--- config.mk ---
export PLATFORM = sky130hd
export DESIGN_NAME = alu_seq_unit
export DESIGN_NICKNAME = d
export VERILOG_FILES = /design/src/rtl/alu_seq_unit.sv
export SDC_FILE = /design/constraint.sdc
export NUM_CORES = 1
export LEC_CHECK = 0
export ABC_AREA = 1
export BUFFER_PORTS_ARGS = -buffer_cell sky130_fd_sc_hd__clkbuf_2
export CAP_MARGIN = 20
export CORE_UTILIZATION = 30
export CTS_CLUSTER_SIZE = 30
export DETAILED_ROUTE_END_ITERATION = 12
export RECOVER_POWER = 25
export SYNTH_ARGS = -nofsm -noshare
export SYNTH_HDL_FRONTEND = slang
export SYNTH_SLANG_ARGS = --single-unit
export TNS_END_PERCENT = 10
--- constraint.sdc ---
create_clock -name clk -period 8.3 [get_ports clk]
set_input_delay 0.415 -clock clk [delete_from_list [all_inputs] [get_ports clk]]
set_output_delay 0.415 -clock clk [all_outputs]
set_load 0.1 [all_outputs]
--- src/rtl/alu_seq_unit.sv ---
// Multi-cycle ALU responder. Add and subtract finish in one cycle; multiply and divide take WIDTH cycles.
// Optional feature macro: ALU_DIVZERO_TRAP_EN adds the div_by_zero output and a zero result on divide by zero.
module alu_seq_unit #(
  parameter int WIDTH = 34
) (
  input  logic             clk,
  input  logic             rst,
  input  logic             in_valid,
  output logic             in_ready,
  input  logic [WIDTH-1:0] A,
  input  logic [WIDTH-1:0] B,
  input  logic [1:0]       ALUControl,
  output logic             out_valid,
  input  logic             out_ready,
  output logic [WIDTH-1:0] Result,
  output logic             Carry,
  output logic             OverFlow,
  output logic             Zero,
  output logic             Negative
`ifdef ALU_DIVZERO_TRAP_EN
  ,
  output logic             div_by_zero
`endif
);

  localparam int CW = $clog2(WIDTH + 1);

  typedef enum logic [1:0] {S_IDLE, S_MUL, S_DIV, S_DONE} state_t;

  state_t           state_q;
  logic [WIDTH-1:0] a_q, b_q, hi_q;
  logic [CW-1:0]    cnt_q;
  logic [WIDTH-1:0] result_q;
  logic             carry_q, ovf_q, zero_q, neg_q, out_valid_q, dz_q;

  logic [WIDTH:0]   add_w, sub_w, mul_sum, div_sh, div_sub;
  logic [WIDTH-1:0] mul_hi, mul_lo, div_rem, div_quo;
  logic             div_ge, last, accept, b_zero;
  logic [WIDTH-1:0] res_d;
  logic             c_d, v_d, load;

  assign add_w   = {1'b0, A} + {1'b0, B};
  assign sub_w   = {1'b0, A} - {1'b0, B};
  assign b_zero  = (B == '0);
  assign accept  = in_valid && (state_q == S_IDLE);
  assign last    = (cnt_q == CW'(WIDTH - 1));

  // Multiply: {hi_q, b_q} is the product register; multiplier bits shift out of b_q's LSB.
  assign mul_sum = {1'b0, hi_q} + (b_q[0] ? {1'b0, a_q} : '0);
  assign mul_hi  = mul_sum[WIDTH:1];
  assign mul_lo  = {mul_sum[0], b_q[WIDTH-1:1]};

  // Restoring divide: hi_q holds the remainder, quotient bits shift into a_q as the dividend leaves it.
  assign div_sh  = {hi_q, a_q[WIDTH-1]};
  assign div_sub = div_sh - {1'b0, b_q};
  assign div_ge  = (div_sh >= {1'b0, b_q});
  assign div_rem = div_ge ? div_sub[WIDTH-1:0] : div_sh[WIDTH-1:0];
  assign div_quo = {a_q[WIDTH-2:0], div_ge};

  always_comb begin
    res_d = '0;
    c_d   = 1'b0;
    v_d   = 1'b0;
    load  = 1'b0;
    case (state_q)
      S_IDLE: begin
        case (ALUControl)
          2'b00: begin
            res_d = add_w[WIDTH-1:0];
            c_d   = add_w[WIDTH];
            v_d   = (A[WIDTH-1] == B[WIDTH-1]) && (add_w[WIDTH-1] != A[WIDTH-1]);
            load  = accept;
          end
          2'b01: begin
            res_d = sub_w[WIDTH-1:0];
            c_d   = ~sub_w[WIDTH];
            v_d   = (A[WIDTH-1] != B[WIDTH-1]) && (sub_w[WIDTH-1] != A[WIDTH-1]);
            load  = accept;
          end
          2'b11: begin
`ifdef ALU_DIVZERO_TRAP_EN
            res_d = '0;
`else
            res_d = '1;
`endif
            v_d   = 1'b1;
            load  = accept && b_zero;
          end
          default: ;
        endcase
      end
      S_MUL: begin
        res_d = mul_lo;
        c_d   = |mul_hi;
        v_d   = |mul_hi;
        load  = last;
      end
      S_DIV: begin
        res_d = div_quo;
        load  = last;
      end
      default: ;
    endcase
  end

  always_ff @(posedge clk) begin
    if (rst) begin
      state_q     <= S_IDLE;
      a_q         <= '0;
      b_q         <= '0;
      hi_q        <= '0;
      cnt_q       <= '0;
      result_q    <= '0;
      carry_q     <= 1'b0;
      ovf_q       <= 1'b0;
      zero_q      <= 1'b0;
      neg_q       <= 1'b0;
      out_valid_q <= 1'b0;
      dz_q        <= 1'b0;
    end else begin
      if (load) begin
        result_q    <= res_d;
        carry_q     <= c_d;
        ovf_q       <= v_d;
        zero_q      <= (res_d == '0);
        neg_q       <= res_d[WIDTH-1];
        out_valid_q <= 1'b1;
      end
      case (state_q)
        S_IDLE: if (accept) begin
          a_q   <= A;
          b_q   <= B;
          hi_q  <= '0;
          cnt_q <= '0;
          case (ALUControl)
            2'b10:   state_q <= S_MUL;
            2'b11: begin
              state_q <= b_zero ? S_DONE : S_DIV;
              dz_q    <= b_zero;
            end
            default: state_q <= S_DONE;
          endcase
        end
        S_MUL: begin
          hi_q  <= mul_hi;
          b_q   <= mul_lo;
          cnt_q <= cnt_q + CW'(1);
          if (last) state_q <= S_DONE;
        end
        S_DIV: begin
          hi_q  <= div_rem;
          a_q   <= div_quo;
          cnt_q <= cnt_q + CW'(1);
          if (last) state_q <= S_DONE;
        end
        S_DONE: if (out_ready) begin
          out_valid_q <= 1'b0;
          dz_q        <= 1'b0;
          state_q     <= S_IDLE;
        end
        default: state_q <= S_IDLE;
      endcase
    end
  end

  assign in_ready  = (state_q == S_IDLE);
  assign out_valid = out_valid_q;
  assign Result    = result_q;
  assign Carry     = carry_q;
  assign OverFlow  = ovf_q;
  assign Zero      = zero_q;
  assign Negative  = neg_q;
`ifdef ALU_DIVZERO_TRAP_EN
  assign div_by_zero = dz_q;
`else
  logic unused_dz;
  assign unused_dz = dz_q;
`endif

endmodule
# Yosys cells after proc, flatten, opt, wreduce, memory -nomap -nowiden
# Cells that the tools add are included.
dict set report classes {
  n_bitwise 1
  muxes 27
  magnitude_cmp 1
  add_sub_neg 5
  n_reduce_logical 20
  eq_ne 14
}
# op n
set op_table {}
lappend op_table {{34-bit one-hot mux with 3 select lines} 3}
lappend op_table {{34-bit two-way mux} 5}
lappend op_table {{34-bit one-hot mux with 2 select lines} 2}
lappend op_table {{34-bit by 34-bit adder with 35-bit output} 2}
lappend op_table {{34-bit logical NOT} 2}
lappend op_table {{35-bit by 34-bit >= comparator with 1-bit output} 1}
lappend op_table {{34-bit by 34-bit subtractor with 35-bit output} 1}
lappend op_table {{34-bit OR reduction} 1}
lappend op_table {{34-bit subtractor} 1}
lappend op_table {{6-bit one-hot mux with 2 select lines} 1}
lappend op_table {{1-bit one-hot mux with 2 select lines} 5}
lappend op_table {{2-bit equality test (second input constant)} 4}
lappend op_table {{2-bit AND reduction} 4}
lappend op_table {{6-bit by 1-bit adder with 6-bit output (second input constant)} 1}
lappend op_table {{6-bit equality test (second input constant)} 1}
lappend op_table {{2-bit two-way mux} 3}
lappend op_table {{6-bit two-way mux} 1}
lappend op_table {{2-bit one-hot mux with 3 select lines} 1}
lappend op_table {{2-bit nonzero test} 3}
lappend op_table {{2-bit by 1-bit equality test with 1-bit output (second input constant)} 2}
lappend op_table {{1-bit logical AND} 4}
lappend op_table {{2-bit logical NOT} 2}
lappend op_table {{1-bit two-way mux} 4}
lappend op_table {{2-bit by 1-bit inequality test with 1-bit output (second input constant)} 2}
lappend op_table {{9 further kinds} 12}
dict set report word_totals {
  elab_cells 79
  inputBits 74
  output_inout_bits 40
  ff_bits 149
}

# Logic depth before layout (Yosys ltp)
# Gate-level depths: netlist (run 1).
dict set report depth {
  word_depth 8
  depth_mapped 25
  ltp_nobuf 24
}

# Least setup slack after synthesis (run 1)
# OpenSTA, ideal clock, no wires.
dict set report synth_path {
  kind {reg2reg}
  from {reg b_q[0]}
  to {reg carry_q, in the netlist Carry}
  path_slack_ns 5.294
  path_stages_with_launch 24
  path_buffers 2
  arrival_time_ns 2.884
  synth_period_minus_slack_ns 3.006
  setup_time_ns 0.122
  required_ns 8.178
  path_cell_list {dfxtp_1 > clkbuf_1 > clkbuf_1 > nand2_1 > inv_1 > ha_1 > inv_1 > fa_1 > inv_1 > nand3_1 > nand3_1 > a21oi_1 > o21ai_1 > nand2_1 > nand2_1 > nand2_1 > nand3_1 > nand2_1 > nor2_1 > nand2_1 > nor2_1 > nand4_1 > nand2_1 > a21oi_1}
}
dict set report synth_between {
  elab_chain_cells 4
}
# item line
set synth_lines {}
lappend synth_lines {{start, declared} 31} ;# logic [WIDTH-1:0] a_q, b_q, hi_q;
lappend synth_lines {{start signal, assigned} 146} ;# b_q <= mul_lo;
lappend synth_lines {{34-bit two-way mux} 49} ;# assign mul_sum = {1'b0, hi_q} + (b_q[0] ? {1'b0, a_q} : '0);
lappend synth_lines {{34-bit by 34-bit adder with 35-bit output} 49}
lappend synth_lines {{34-bit OR reduction} 94} ;# c_d = |mul_hi;
lappend synth_lines {{1-bit one-hot mux with 2 select lines} 65} ;# case (state_q)
lappend synth_lines {{end signal, assigned} 114} ;# carry_q <= 1'b0;
lappend synth_lines {{end signal, assigned} 123} ;# carry_q <= c_d;
lappend synth_lines {{end, declared} 34} ;# logic carry_q, ovf_q, zero_q, neg_q, out_valid_q, dz_q;
# Every way passes these cells.
# A chain may end at the register's enable or synchronous reset.

# Final worst setup path (run 1)
dict set report layout_path {
  from {reg state_q[1]}
  to {reg a_q[0]}
}
dict set report layout_between {
  elab_chain_cells 4
  elab_cells_between_ends 7
  classes_between {eq/ne (2); mux (1); reduce/logical (4)}
}
# item line
set layout_lines {}
lappend layout_lines {{start, declared} 30} ;# state_t state_q;
lappend layout_lines {{start signal, assigned} 138} ;# state_q <= b_zero ? S_DONE : S_DIV;
lappend layout_lines {{2-bit logical NOT} {45, 129}}
lappend layout_lines {{1-bit logical AND} 45} ;# assign accept = in_valid && (state_q == S_IDLE);
lappend layout_lines {{2-bit by 1-bit inequality test with 1-bit output (no line)} -}
lappend layout_lines {{2-bit AND reduction (no line)} -}
lappend layout_lines {{end signal, assigned} 152} ;# a_q <= div_quo;
lappend layout_lines {{end, declared} 31}
# Parallel ways exist; a longest one is shown, timed or not.

==> qor.txt, run 1 <==
Status: finished with violations
Violated checks: capacitance limit, slew limit
Maximum vdd ir drop: 0.144 mV
Main combinational cell family by area after synthesis: simple AND/OR/NAND/NOR gates
Area delta synth->final: 8.46%
Via count: 20400
Commonest non-fill, non-tap cells in the layout: 937 x nand2_1, 478 x inv_1, 243 x nor2_1
Clock transition at the registers of the reported paths: 70 ps
Vias/cell: 5.14
Post-layout nets: 3400
# setup viols final: 0
Die Height: 246 um
Die area: 60600 um^2
Mapped cell area: 17900 um^2
Register area share after synthesis: 0.166
DRT antenna net count: 0
Largest net degree at the start of global routing: 74
Hold path cells: 2
Drt wl/cell: 18.5 um
Slew margin rel.: -0.578
Clock Skews: 9.66 ps
Share of layout cells above drive strength 1: 0.0759
CP peak stage delay: 1680 ps
Pwr Total: 4.65 mW
FF-to-FF End: a_q[0]
Post-synth ARST share: 0
Cell count after synthesis: 3145
CTS resizes: 0
Synth Area in Simple Gates: 0.365
Worst reg-to-reg path cell count: 10
Post-Synth XOR/XNOR Area: 0.0250
ANT cells: 0
Crit path cell chain: inv_1, ha_1, clkbuf_1, nand2_1, o21ai_0, clkbuf_1, clkinv_1, buf_4, a21oi_1, a21oi_1
Number of global-route vias before repair: 19300
Post-CTS setup buffers: 0
Setup tns final: 0 ps
Final wirelength: 73400 um
P_leak: 10.2 nW
Tightest Hold Check Type: input pin to flip-flop
WS Path Type: flip-flop to flip-flop
Adder-Cell Fraction of Synth Area: 0.107
Chip width: 246 um
Post-DP HPWL: 59800 um
Yosys top cell by area: nand2_1
Post-synth top area share: 0.197
Worst-Margin Slew: 2370 ps
Critical Path Sink Type: flip-flop
Syn Area/Cell: 5.69 um^2
Pwr dens: 240 nW/um^2
Initial core utilization: 0.303
Crit path arrival time: 6010 ps
Clock buffer depth: 2
Post-synth EDFFs: 0
R2R Path Start: state_q[1]
Gpl congestion: 1.01
YS warnings: 0
Fmax: 176 MHz
FP Rows: 89
CTS tree: done
Root Buffer: clkbuf_16
First-pass GRT wire length: 112000 um
GR Overflow Total: 0
FF-to-FF setup slack: 2620 ps
Num CTS Buffers: 17
Req. time, crit path: 8630 ps
Final cycle utilization of the critical path: 0.684
IO Port Bufs: 113
Initial antenna violation count: 1
Num ports: 114
Yosys cell types: 54
Clock sink total: 148
Tot GR Track Use: 0.241
Final core utilization: 0.329
# DRC: 0
Core Region: 59000 um^2
Worst-Skew Late Latency: 450 ps
Complex-gate fraction of the synthesized area: 0.192
Mux share of post-synthesis cell area: 0
Synthesis-stage register bit count: 148
Drt first-iter violations: 1871
Post-CTS Hold Buffers: 0
Fin. max-slew vios: 40
Drt pass-1 iters: 6
Origin of the worst min-delay path: out_ready
CP top delay family: buffers and inverters
Max Cap Viol: 1
Commonest non-fill, non-tap cell in the layout: nand2_1
Crit Path Max Fanout: 39
Post-layout min period: 5680 ps
RSZ-0062 raised after global routing: no
Final hold viol count: 0
Worst Hold Endpoint: out_valid
# H-tree levels: 4
Slowest cell on the critical path: clkbuf_1
Hold_ws: 183 ps
Synth area leaders: nand2_1 20%, dfxtp_1 17%, ha_1 10%
Syn_nets: 3369
Ys flop type: dfxtp_1
CP Buf/Inv Count: 5
Startpoint types: flip-flop
## kinds of logic after synthesis
family	count (synthesis)
AO/OA/AOI/OAI	624
XOR/XNOR	51
adder cells (fa/ha/maj)	150
buffers and inverters	624
flip-flops	148
AND/OR/NAND/NOR	1548
## metrics by stage
| stage | cells | setup slack (ps) | area (um^2) |
|---|---|---|---|
| 2_1_floorplan | 3145 | 5290 | 17900 |
| 3_3_place_gp | 3930 | 4730 | 18900 |
| 3_5_place_dp | 3930 | 4690 | 18900 |
| 4_1_cts | 3962 | 4770 | 19500 |
| 5_1_grt | 3962 | 2310 | 19400 |
| 6_report | 3962 | 2620 | 19400 |
## state kept, by name, indices dropped and copies added, names as in the netlist
| signal | cells |
|---|---|
| Carry | 1 |
| OverFlow | 1 |
| Result | 34 |
| Zero | 1 |
| a_q | 34 |
| b_q | 34 |
| cnt_q | 6 |
| hi_q | 34 |
| out_valid | 1 |
| state_q | 2 |
## final cells by class
type                            instances  area, um^2
Fill cell                            6824       39600
Multi-Input combinational cell       2373       12300
Sequential cell                       148        2960
Inverter                              507        1900
Tap cell                              773         967
Timing Repair Buffer                  129         629
Clock buffer                           17         425
Clock inverter                         15         169
## synthesized netlist by cell type (all sizes together), types with 2 or more instances
cell / number
o21ai: 273
a31oi: 50
buf: 55
o21bai: 21
a21o: 18
o221ai: 2
clkbuf: 62
ha: 146
fa: 4
dfxtp: 148
a211oi: 4
nor3: 24
o211ai: 12
o22ai: 2
a221oi: 4
a21boi: 3
or2: 5
o31ai: 2
nor2: 276
inv: 504
xor2: 31
clkinv: 3
xnor2: 20
nor3b: 3
nor4: 5
a21oi: 228
nand4: 34
o21a: 3
nand3: 226
nand2: 965
nand3b: 3
and2: 6
## worst reg2reg max path, stage by stage, from the launching register on
cell and delay [ps]:
dfxtp_1 340, inv_1 140, ha_1 160, clkbuf_1 1680, nand2_1 510, o21ai_0 220
clkbuf_1 1060, clkinv_1 630, buf_4 400, a21oi_1 310, a21oi_1 110
## worst max-delay path by stage
stage | start | end | slack [ps] | cells after the start
final | state_q[1] | a_q[0] | 2620 | 10
after global routing | state_q[1] | a_q[0] | 2310 | 10
after CTS | b_q[0] | OverFlow | 4770 | 21
after detailed placement | ALUControl[0] | Zero | 4690 | 17
after global placement | ALUControl[0] | Zero | 4730 | 17
after floorplan | b_q[0] | Carry | 5290 | 23
## metal layers
metal | GRT usage | vias to the layer above | share of wire | wire length (um)
li1 | - | 10100 | - | -
met5 | 0 | - | 0 | 0
met4 | 0.131 | 0 | 0.059 | 4320
met1 | 0.305 | 9232 | 0.42 | 31200
met2 | 0.395 | 828 | 0.45 | 33000
met3 | 0.0281 | 177 | 0.067 | 4890
## power by group
part	switching, mW	internal [mW]	total (mW)
sequential	0.178	0.903	1.08
combinational	2.05	0.706	2.76
clock	0.360	0.452	0.811
Power figures use the tool's default switching activity.
==> inputs of run 2 (changes only) <==
--- a/config.mk
+++ b/config.mk
@@ -5,7 +5,7 @@
 export SDC_FILE = /design/constraint.sdc
 export NUM_CORES = 1
 export LEC_CHECK = 0
-export ABC_AREA = 1
+export ABC_AREA = 0
 export BUFFER_PORTS_ARGS = -buffer_cell sky130_fd_sc_hd__clkbuf_2
 export CAP_MARGIN = 20
 export CORE_UTILIZATION = 30
==> constraint.sdc (replaced) <==
create_clock -name clk -period 5.1 [get_ports clk]
set_input_delay 0.255 -clock clk [delete_from_list [all_inputs] [get_ports clk]]
set_output_delay 0.255 -clock clk [all_outputs]
set_load 0.1 [all_outputs]
==> qor.txt, run 2 <==
Status: finished with violations (unchanged)
Post-DP HPWL: 51600 um (was 59800 um)
Gpl congestion: 0.984 (was 1.01)
Initial core utilization: 0.303 (about the same)
FP Rows: 84 (was 89)
Register area share after synthesis: 0.186 (was 0.166)
Violated checks: capacitance limit, slew limit (unchanged)
FILL cells: 5550 (was 6824)
Clock buffer depth: 2 (unchanged)
YS warnings: 0 (unchanged)
# H-tree levels: 4 (unchanged)
Die Height: 232 um (was 246 um)
Synthesis-stage register bit count: 148 (unchanged)
Synth area leaders: dfxtp_1 19%, ha_1 11%, mux2i_1 6.0% (was nand2_1 20%, dfxtp_1 17%, ha_1 10%)
RSZ-0062 raised after global routing: no (unchanged)
Multi-input gate area: 11900 um^2 (was 12300 um^2)
Commonest non-fill, non-tap cells in the layout: 251 x nor2_1, 175 x a21oi_1, 148 x dfxtp_1 (was 937 x nand2_1, 478 x inv_1, 243 x nor2_1)
CTS resizes: 0 (unchanged)
Syn Area/Cell: 7.44 um^2 (was 5.69 um^2)
M1 WL: 28100 um (was 31200 um)
WS Path Type: flip-flop to flip-flop (unchanged)
Fin. max-slew vios: 41 (was 40)
IO Port Bufs: 113 (unchanged)
Post-synth ARST share: 0 (unchanged)
# setup viols final: 0 (unchanged)
Crit path arrival time: 4580 ps (was 6010 ps)
Final cycle utilization of the critical path: 0.837 (was 0.684)
Num ports: 114 (unchanged)
Tot GR Track Use: 0.237 (was 0.241)
DR WL met3: 4700 um (was 4890 um)
Pwr Total: 7.04 mW (was 4.65 mW)
Max Cap Viol: 2 (was 1)
Worst slack, placed: 731 ps (was 4690 ps)
Met2 wire len: 29000 um (was 33000 um)
Crit path from: b_q[0] (was state_q[1])
Commonest non-fill, non-tap cell in the layout: nor2_1 (was nand2_1)
First-pass GRT wire length: 98000 um (was 112000 um)
Clock transition at the registers of the reported paths: 70 ps (about the same)
Area delta synth->final: 11.3% (was 8.46%)
Slew margin rel.: -0.580 (was -0.578)
Final hold viol count: 0 (unchanged)
Origin of the worst min-delay path: A[1] (was out_ready)
Initial antenna violation count: 0 (was 1)
Pwr dens: 398 nW/um^2 (was 240 nW/um^2)
Yosys top cell by area: dfxtp_1 (was nand2_1)
Fmax: 234 MHz (was 176 MHz)
DRT antenna net count: 0 (unchanged)
Post-layout min period: 4270 ps (was 5680 ps)
Setup ws final: 834 ps (was 2620 ps)
Worst-Margin Slew: 2350 ps (was 2370 ps)
R2R Path Start: b_q[0] (was state_q[1])
Drt pass-1 iters: 8 (was 6)
Die area: 53900 um^2 (was 60600 um^2)
Register Area: 2960 um^2 (unchanged)
Share of layout cells above drive strength 1: 0.0791 (was 0.0759)
Number of global-route vias before repair: 16200 (was 19300)
Root Buffer: clkbuf_16 (unchanged)
Largest net degree at the start of global routing: 61 (was 74)
Ys flop type: dfxtp_1 (unchanged)
Drt first-iter violations: 1959 (was 1871)
Post-layout nets: 2410 (was 3400)
Worst-Skew Late Latency: 460 ps (was 450 ps)
Vias/cell: 5.94 (was 5.14)
Post-synth top area share: 0.186 (was 0.197)
Req. time, crit path: 5410 ps (was 8630 ps)
Post-CTS setup buffers: 0 (unchanged)
CTS tree: done (unchanged)
Highest routed layer: met4 (unchanged)
Yosys cell types: 94 (was 54)
Setup tns final: 0 ps (unchanged)
Clock Skews: 11.0 ps (was 9.66 ps)
Final core utilization: 0.337 (was 0.329)
Core Region: 52400 um^2 (was 59000 um^2)
Syn_nets: 2362 (was 3369)
Hold_ws: 136 ps (was 183 ps)
Drt wl/cell: 22.5 um (was 18.5 um)
Maximum vdd ir drop: 0.213 mV (was 0.144 mV)
Num CTS Buffers: 17 (unchanged)
Chip width: 232 um (was 246 um)
Mapped cell area: 15900 um^2 (was 17900 um^2)
Startpoint types: flip-flop (unchanged)
Commonest cells in the netlist: 251 x nor2_1, 175 x a21oi_1, 148 x dfxtp_1 (was 937 x nand2_1, 480 x inv_1, 244 x nor2_1)
Clock sink total: 148 (unchanged)
P_leak: 7.25 nW (was 10.2 nW)
Critical Path Sink Type: flip-flop (unchanged)
Crit Path Max Fanout: 27 (was 39)
GR Overflow Total: 0 (unchanged)
Tightest Hold Check Type: input pin to flip-flop (unchanged)
ANT cells: 0 (unchanged)
# DRC: 0 (unchanged)
Via count: 17200 (was 20400)
Final wirelength: 65000 um (was 73400 um)
Post-synth EDFFs: 0 (unchanged)
Count leader, synth: nor2_1 (was nand2_1)
Cell count after synthesis: 2138 (was 3145)
[run 2: logic make-up (layout without fill, tap and decap cells)]
group / after synthesis / in the layout / synth area share
buf+inv: 267 / 328 / 0.0654
xor+xnor: 81 / 81 / 0.0446
flops: 148 / 148 / 0.186
mux: 96 / 96 / 0.0605
compound gates: 744 / 744 / 0.326
fa+ha+maj: 150 / 150 / 0.120
simple gates: 652 / 652 / 0.197
[run 2: power by group]
part | leakage [nW] | switching, mW | internal, mW
registers | 1.21 | 0.331 | 1.43
clock network | 0.305 | 0.611 | 0.787
logic | 5.73 | 2.64 | 1.24
total | 7.25 | 3.58 | 3.46
[run 2: timing repair]
action	in CTS	in global routing
setup endpoints to repair	0	0
endpoints found under the hold margin	1	0
hold buffers	1	0
[run 2: final cells by class]
class / count / area share
Multi-Input combinational cell: 1723 / 0.674
Sequential cell: 148 / 0.167
Tap cell: 688 / 0.0487
Timing Repair Buffer: 144 / 0.0427
Inverter: 152 / 0.0323
Clock buffer: 17 / 0.0240
Clock inverter: 15 / 0.0110
[run 2: per-stage QoR]
step | instances | cell area [um^2]
global placement | 2854 | 17100
finish | 2887 | 17700
detailed placement | 2854 | 17100
floorplan | 2138 | 15900
global route | 2887 | 17700
CTS | 2887 | 17800
[run 2: path summary, 6_finish.rpt]
kind | to | slack, ps | cells after the start
setup / recovery | Carry | 830 | 14
hold / removal | a_q[1] | 140 | 3
setup reg to reg | Carry | 830 | 14
hold reg to reg | Result[22] | 480 | 2
[run 2: routing by layer]
metal  track usage  vias up
li1              -     8076
met2         0.372      752
met3        0.0390      143
met4         0.121        0
met5             0        -
met1         0.311     8189
[run 2: worst max-delay path: stages (launching register included)]
cell	delay, ps
dfxtp_1	520
buf_4	320
and2_1	200
ha_1	250
nand4_1	180
or4_1	540
a311oi_1	480
a21o_1	230
nand2b_1	190
o21ai_1	90
a2111o_1	410
nor4_4	210
nand4_1	190
o22ai_2	200
a211oi_1	100
